===== config.mk =====
export PLATFORM = sky130hd
export DESIGN_NAME = uart_rx_oversample
export DESIGN_NICKNAME = d
export VERILOG_FILES = /design/src/rtl/uart_rx_oversample.sv
export SDC_FILE = /design/constraint.sdc
export NUM_CORES = 1
export LEC_CHECK = 0
export ABC_CLOCK_PERIOD_IN_PS = 1500
export CORE_MARGIN = 2
export CORE_UTILIZATION = 51
export DETAILED_ROUTE_END_ITERATION = 12
export GPL_TIMING_DRIVEN = 0
export PLACE_DENSITY = 0.77
export SLEW_MARGIN = 20
export SYNTH_ARGS = -nofsm -noshare
export SYNTH_HDL_FRONTEND = slang
export SYNTH_SLANG_ARGS = --single-unit

===== constraint.sdc =====
create_clock -name clk -period 1.5 [get_ports clk]
set_input_delay 0.225 -clock clk [delete_from_list [all_inputs] [get_ports clk]]
set_output_delay 0.225 -clock clk [all_outputs]
set_load 0.01 [all_outputs]

===== src/rtl/uart_rx_oversample.sv =====
// UART receive front end: 2-flop synchroniser, 16x oversampled majority-vote
// sampling and LSB-first deserialisation with optional parity and one stop bit.
module uart_rx_oversample #(
    parameter int DATA_BITS  = 8,
    parameter int OVERSAMPLE = 16
) (
    input  logic                 clk,
    input  logic                 rst,
    input  logic                 baud_tick,
    input  logic                 rx,
    input  logic                 parity_en,
    input  logic                 parity_odd,
    output logic [DATA_BITS-1:0] rx_data,
    output logic                 rx_valid,
    output logic                 parity_err,
    output logic                 frame_err,
    output logic                 busy
);

    localparam logic [3:0] TICK_LAST = 4'(OVERSAMPLE - 1);
    localparam logic [3:0] MID       = 4'(OVERSAMPLE / 2 + 1);
    localparam logic [3:0] SAMPLE_A  = MID - 4'd2;
    localparam logic [3:0] SAMPLE_B  = MID - 4'd1;
    localparam logic [2:0] LAST_BIT  = 3'(DATA_BITS - 1);

    typedef enum logic [2:0] {
        IDLE,
        START,
        DATA,
        PARITY,
        STOP
    } state_t;

    state_t               state;
    state_t               state_next;
    logic                 rx_meta;
    logic                 rxs;
    logic [3:0]           tcnt;
    logic [3:0]           tcnt_inc;
    logic [2:0]           bcnt;
    logic                 armed;
    logic                 s_a;
    logic                 s_b;
    logic                 maj;
    logic                 at_mid;
    logic                 bit_end;
    logic                 last_bit;
    logic [DATA_BITS-1:0] shreg;
    logic                 par_en_q;
    logic                 par_odd_q;
    logic                 par_err_q;

    always_ff @(posedge clk or negedge rst) begin
        if (!rst) begin
            rx_meta <= 1'b1;
            rxs     <= 1'b1;
        end else begin
            rx_meta <= rx;
            rxs     <= rx_meta;
        end
    end

    assign maj      = (s_a & s_b) | (s_a & rxs) | (s_b & rxs);
    assign at_mid   = (tcnt == MID);
    assign bit_end  = (tcnt == TICK_LAST);
    assign last_bit = (bcnt == LAST_BIT);
    assign tcnt_inc = bit_end ? 4'd0 : tcnt + 4'd1;
    assign busy     = (state != IDLE);

    always_ff @(posedge clk or negedge rst) begin
        if (!rst) begin
            state <= IDLE;
        end else begin
            state <= state_next;
        end
    end

    // The stop bit hands back to IDLE at its centre so the next start edge is caught at once.
    always_comb begin
        state_next = state;
        if (baud_tick) begin
            case (state)
                IDLE: begin
                    if (armed && !rxs) begin
                        state_next = START;
                    end
                end
                START: begin
                    if (at_mid && maj) begin
                        state_next = IDLE;
                    end else if (bit_end) begin
                        state_next = DATA;
                    end
                end
                DATA: begin
                    if (bit_end && last_bit) begin
                        state_next = par_en_q ? PARITY : STOP;
                    end
                end
                PARITY: begin
                    if (bit_end) begin
                        state_next = STOP;
                    end
                end
                STOP: begin
                    if (at_mid) begin
                        state_next = IDLE;
                    end
                end
                default: state_next = IDLE;
            endcase
        end
    end

    always_ff @(posedge clk or negedge rst) begin
        if (!rst) begin
            tcnt       <= 4'd0;
            bcnt       <= 3'd0;
            armed      <= 1'b0;
            s_a        <= 1'b0;
            s_b        <= 1'b0;
            shreg      <= '0;
            par_en_q   <= 1'b0;
            par_odd_q  <= 1'b0;
            par_err_q  <= 1'b0;
            rx_data    <= '0;
            rx_valid   <= 1'b0;
            parity_err <= 1'b0;
            frame_err  <= 1'b0;
        end else begin
            rx_valid <= 1'b0;
            if (baud_tick) begin
                if (tcnt == SAMPLE_A) begin
                    s_a <= rxs;
                end
                if (tcnt == SAMPLE_B) begin
                    s_b <= rxs;
                end
                case (state)
                    IDLE: begin
                        // The detection tick is sample 0 of the start bit, so counting resumes at 1.
                        if (armed && !rxs) begin
                            tcnt      <= 4'd1;
                            bcnt      <= 3'd0;
                            par_en_q  <= parity_en;
                            par_odd_q <= parity_odd;
                        end else begin
                            tcnt <= 4'd0;
                            if (rxs) begin
                                armed <= 1'b1;
                            end
                        end
                    end
                    START: begin
                        if (at_mid && maj) begin
                            tcnt <= 4'd0;
                        end else begin
                            tcnt <= tcnt_inc;
                        end
                    end
                    DATA: begin
                        tcnt <= tcnt_inc;
                        if (at_mid) begin
                            shreg <= {maj, shreg[DATA_BITS-1:1]};
                        end
                        if (bit_end) begin
                            bcnt <= last_bit ? 3'd0 : bcnt + 3'd1;
                        end
                    end
                    PARITY: begin
                        tcnt <= tcnt_inc;
                        if (at_mid) begin
                            par_err_q <= ((^shreg) ^ maj) != par_odd_q;
                        end
                    end
                    STOP: begin
                        if (at_mid) begin
                            tcnt       <= 4'd0;
                            rx_valid   <= 1'b1;
                            rx_data    <= shreg;
                            frame_err  <= ~maj;
                            parity_err <= par_en_q & par_err_q;
                            armed      <= maj;
                        end else begin
                            tcnt <= tcnt_inc;
                        end
                    end
                    default: tcnt <= 4'd0;
                endcase
            end
        end
    end

endmodule

# Word-level counts from Yosys, hierarchy flattened
# Index checks and enable logic that the tools add are counted.
[totals] ff_bits=37 word_cells=87 inputBits=6 out_inout_bits=12
[classes] muxes=24 reduce_logical=19 bitwise_logic=8 addsub=2 n_eq_ne=18
[op_table] operator="2-to-1 mux 3 bit" n=10
[op_table] operator="one-hot mux 4 bit (4 select lines)" n=1
[op_table] operator="one-hot mux 3 bit (5 select lines)" n=1
[op_table] operator="inequality test 2 bit (second input constant)" n=7
[op_table] operator="== test 4 bit (second input constant)" n=3
[op_table] operator="2-to-1 mux 4 bit" n=3
[op_table] operator="AND reduction 3 bit" n=4
[op_table] operator="parity 8 bit" n=1
[op_table] operator="2-to-1 mux 1 bit" n=7
[op_table] operator="== test 3 x 2 -> 1 bit (second input constant)" n=2
[op_table] operator="== test 3 bit (second input constant)" n=2
[op_table] operator="one-hot mux 3 bit (2 select lines)" n=1
[op_table] operator="AND reduction 6 bit" n=1
[op_table] operator="AND reduction 5 bit" n=1
[op_table] operator="adder 4 x 1 -> 4 bit (second input constant)" n=1
[op_table] operator="bitwise AND 1 bit" n=4
[op_table] operator="== test 4 x 3 -> 1 bit (second input constant)" n=1
[op_table] operator="AND reduction 2 bit" n=2
[op_table] operator="AND reduction 4 bit" n=1
[op_table] operator="nonzero test 2 bit" n=2
[op_table] operator="adder 3 x 1 -> 3 bit (second input constant)" n=1
[op_table] operator="== test 3 x 1 -> 1 bit (second input constant)" n=1
[op_table] operator="logical AND 1 bit" n=3
[op_table] operator="zero test 3 bit" n=1
[op_table] operator="other kinds (9)" n=10

# Longest topological paths before layout
[logic_depth] ltp_word=6 mapped_depth=7 depth_no_buf=6

# Worst setup path before layout
# OpenSTA, ideal clock, no wires.
[synth_timing] kind="flip-flop to flip-flop" start="register tcnt[0]" end="register bcnt[0]" slack_ns=-0.114 required_time_ns=1.375 n_path_buf=1 arrival_ns=1.489 stages_incl_launch_ff=7 setup_ns=0.125 synth_period_minus_slack_ns=1.614 cell_sequence="dfrtp_1 > ha_1 > and3_1 > buf_4 > o21ai_1 > or2_4 > mux2_4"
[synth_via] elab_chain_cells=3
[synth_lines] element="from (decl)" line="38" text="logic [3:0] tcnt;"
[synth_lines] element="from (signal assigned)" line="158" text="tcnt <= tcnt_inc;"
[synth_lines] element="from (signal assigned)" line="162" text="tcnt <= tcnt_inc;"
[synth_lines] element="from (signal assigned)" line="171" text="tcnt <= tcnt_inc;"
[synth_lines] element="== test 4 bit" line="65" text="assign bit_end = (tcnt == TICK_LAST);"
[synth_lines] element="inequality test 2 bit (no source line)"
[synth_lines] element="AND reduction 4 bit (no source line)"
[synth_lines] element="to (signal assigned)" line="167" text="bcnt <= last_bit ? 3'd0 : bcnt + 3'd1;"
[synth_lines] element="to (decl)" line="40" text="logic [2:0] bcnt;"
# Every way passes these cells.
# A chain may end at the register's enable or synchronous reset.

# Worst setup path in the final report
[layout_timing] start="register tcnt[1]" end="register rx_data[7]"
[layout_via] elab_chain_cells=2
[layout_lines] element="== test 4 bit" line="64" text="assign at_mid = (tcnt == MID);"
[layout_lines] element="AND reduction 3 bit (no source line)"
[layout_lines] element="to (signal assigned)" line="180" text="rx_data <= shreg;"
[layout_lines] element="to (decl)" line="13" text="output logic [DATA_BITS-1:0] rx_data,"
# Every way passes these cells.

==> results.ini <==
[critical_path]
path_class = register to register
startpoint = tcnt[1]$_DFFE_PN0P_
timing.rr.end = rx_data[7]$_DFFE_PN0P_
cp_max_fo = 4
reg2regPathDepth = 6
rrSetupSlack_ps = -170
crit_path_end = rx_data[7]$_DFFE_PN0P_
r2r-start = tcnt[1]$_DFFE_PN0P_
cp-end-kind = register
cp_data_required_time_ps = 1680
worstPathArrival_ps = 1850
start_kind = register

[clock_network]
cts_made_buffers = 5
cts-htree-levels = 2
path_clk_slew_ps = 80
numClockSinks = 37
cts_tree = yes
clock_latency_ps = 300
cts_root_buf = clkbuf_8
cts_buffer_depth = 2

[placed_design]
place_congestion = 0.786
dp.cells = 219
hpwl_um = 2540
port-buffer-count = 17

[floorplanning]
core_area_sq_um = 3610
io_pins = 18
start_util = 0.522
chipWidth_um = 64.7
row_count = 22
die_y_um = 64.7
dieArea_sq_um = 4190

[global_routing]
overflow = 0
antenna_found_initial = 0
grt_start_max_net_pins = 20
grt_pass1_vias = 1466
grtUsageTotal = 0.211
grt_pass1_wl_um = 6700

[final_layout]
final_nets = 206
fin_cells = 244
antenna_cells = 0
final_layout_size_suffix_gt1_frac = 0.454
area_delta_synth_final_pct = 37.5
fin_util = 0.717
fill_cells = 244

[synthesis]
ys_seq_area_frac = 0.494
synthTopCellsByCount = dfrtp_1, mux2_1, mux2_4, nor2_1
synth_edf_count = 0
yosysUniqueCellTypes = 48
syn_avg_cell_area_sq_um = 12.3
synth_nets = 164
synthCells = 153
synth_area_sq_um = 1880
ys_ff_latch = 37
yosys.area.top_type = dfrtp_1
yosys-top-cells-area = dfrtp_1, mux2_1, mux2_4, ha_1, dfstp_2
synth_top_area_share = 0.466
yosysMostFrequentCell = dfrtp_1
yosys_warnings = 0
synthArstFlopShare = 1.00
ys.flop_type = dfrtp_1

[detailed_routing]
vias = 1362
initialDrtViolationCount = 91
routed_wl_um = 4210
routedWlPerCell_um = 17.2
ant_nets = 0
first_pass_iters = 4
drc = 0
viasPerCell = 5.58

[run_status]
violations = setup timing
outcome = complete, but fails checks

[timing]
fin_ws_ps = -168
slew_violations = 0
period_minus_slack_ps = 1670
finClkSkew_ps = 8.98
whs_ps = 339
hold_violations = 0
worst_slew_margin_rel = 0.677
finalSetupViolCount = 28
timing.final.crit_share = 1.11
fmax_mhz = 599
rsz0062_at_grt = true
setup_tns_ps = -3250
worstMarginPinSlew_ps = 485

[power_and_ir_drop]
p_leak_nw = 1.23
vdd_ir_drop_max_v = 0.000843
powerDensity_nw_per_um2 = 1410
finalPower_mw = 3.63

[hold_path]
hp-class = primary input to register

[flow_run]
cap_violations = 0

[routing by layer]
metal | GRT usage | vias to the layer above | routed length, um
met1 | 0.241 | 703 | 1680
met5 | 0 | - | 0
met4 | 0.0984 | 0 | 88
li1 | - | 628 | -
met2 | 0.369 | 24 | 2320
met3 | 0.0538 | 7 | 120
[cell usage in the layout (no fill, tap or decap), types with 2 or more instances in the layout]
cell type,Yosys,layout
clkdlybuf4s50_1,0,15
buf_4,1,12
nand3_1,3,2
a21o_1,2,2
nor2_1,7,4
o22ai_2,1,2
dfstp_2,2,2
o21ai_1,5,4
nor2b_1,3,3
nor2_2,1,2
mux2_4,8,22
ha_1,5,2
dfrtp_1,35,33
buf_2,2,4
ha_4,0,2
nand2b_1,3,3
xnor2_1,6,5
a21oi_1,5,3
clkbuf_8,0,5
nand4_1,2,2
o21ai_2,1,2
nand2_1,5,4
nor2_4,0,2
and3_1,4,3
inv_1,6,5
mux2_2,3,2
nand3_4,0,2
dfrtp_2,0,2
o21ai_0,2,2
buf_6,1,3
[where the power goes]
group	leakage (nW)	internal, mW	switching (mW)
Clock	0.0445	0.329	0.373
Combinational	0.702	0.788	0.805
Sequential	0.479	1.17	0.169
[sequential cells by signal, summed over array words and instances, names as in the netlist, 3 cells and up]
name / count
rx_data: 8
bcnt: 3
state: 3
shreg: 8
tcnt: 4
[worst min path at each step]
stage	from	end	slack, ps	depth (start not counted)
6_report	rx	rx_meta$_DFF_PN1_	340	1
5_1_grt	rx	rx_meta$_DFF_PN1_	320	1
4_1_cts	rx	rx_meta$_DFF_PN1_	330	1
3_5_place_dp	rst	rx_data[4]$_DFFE_PN0P_	200	1
3_3_place_gp	rx_meta$_DFF_PN1_	rxs$_DFF_PN1_	350	0
2_1_floorplan	rst	armed$_DFFE_PN0P_	-70	0
[cell families (layout without fill, tap and decap cells)]
logic type                 count (synthesis)  count (layout)  share of synthesized area
muxes                                     25              25                      0.166
AOI/OAI and AO/OA                         26              26                     0.0951
and+or+nand+nor                           39              39                      0.130
buffers and inverters                     12              55                     0.0313
DFF                                       37              37                      0.494
adders and majority gates                  6               6                     0.0393
xor gates and xnor gates                   8               8                     0.0446
[what timing repair did]
action                     in CTS  in global routing
hold buffers                    1                  0
hold endpoints to repair       18                  0
resized for setup              32                 17
buffers inserted               13                  3
setup endpoints to repair      29                 33
gates cloned                    0                  1
pin swaps                      10                 16
[critical path, cell delays in order (launching register included)]
cell and delay (ps):
dfrtp_2 430, inv_2 80, ha_4 120, and4b_2 320, nand3_4 140, buf_4 170, mux2_1 300
[cell type report]
type	instances	area [sq um]	area share
Sequential cell	37	931	0.360
Multi-Input combinational cell	104	1080	0.418
Clock inverter	3	21.3	0.00822
Buffer	5	36.3	0.0140
Tap cell	48	60.1	0.0232
Timing Repair Buffer	36	367	0.142
Inverter	6	22.5	0.00871
Clock buffer	5	68.8	0.0266
[metrics by stage]
step / setup slack, ps / cell area, sq um
2_1_floorplan: -100 / 1900
3_3_place_gp: -680 / 2130
4_1_cts: -146 / 2460
6_report: -168 / 2590
5_1_grt: -195 / 2590
3_5_place_dp: -356 / 2160
Note: power is estimated with default switching activity, not from simulation.
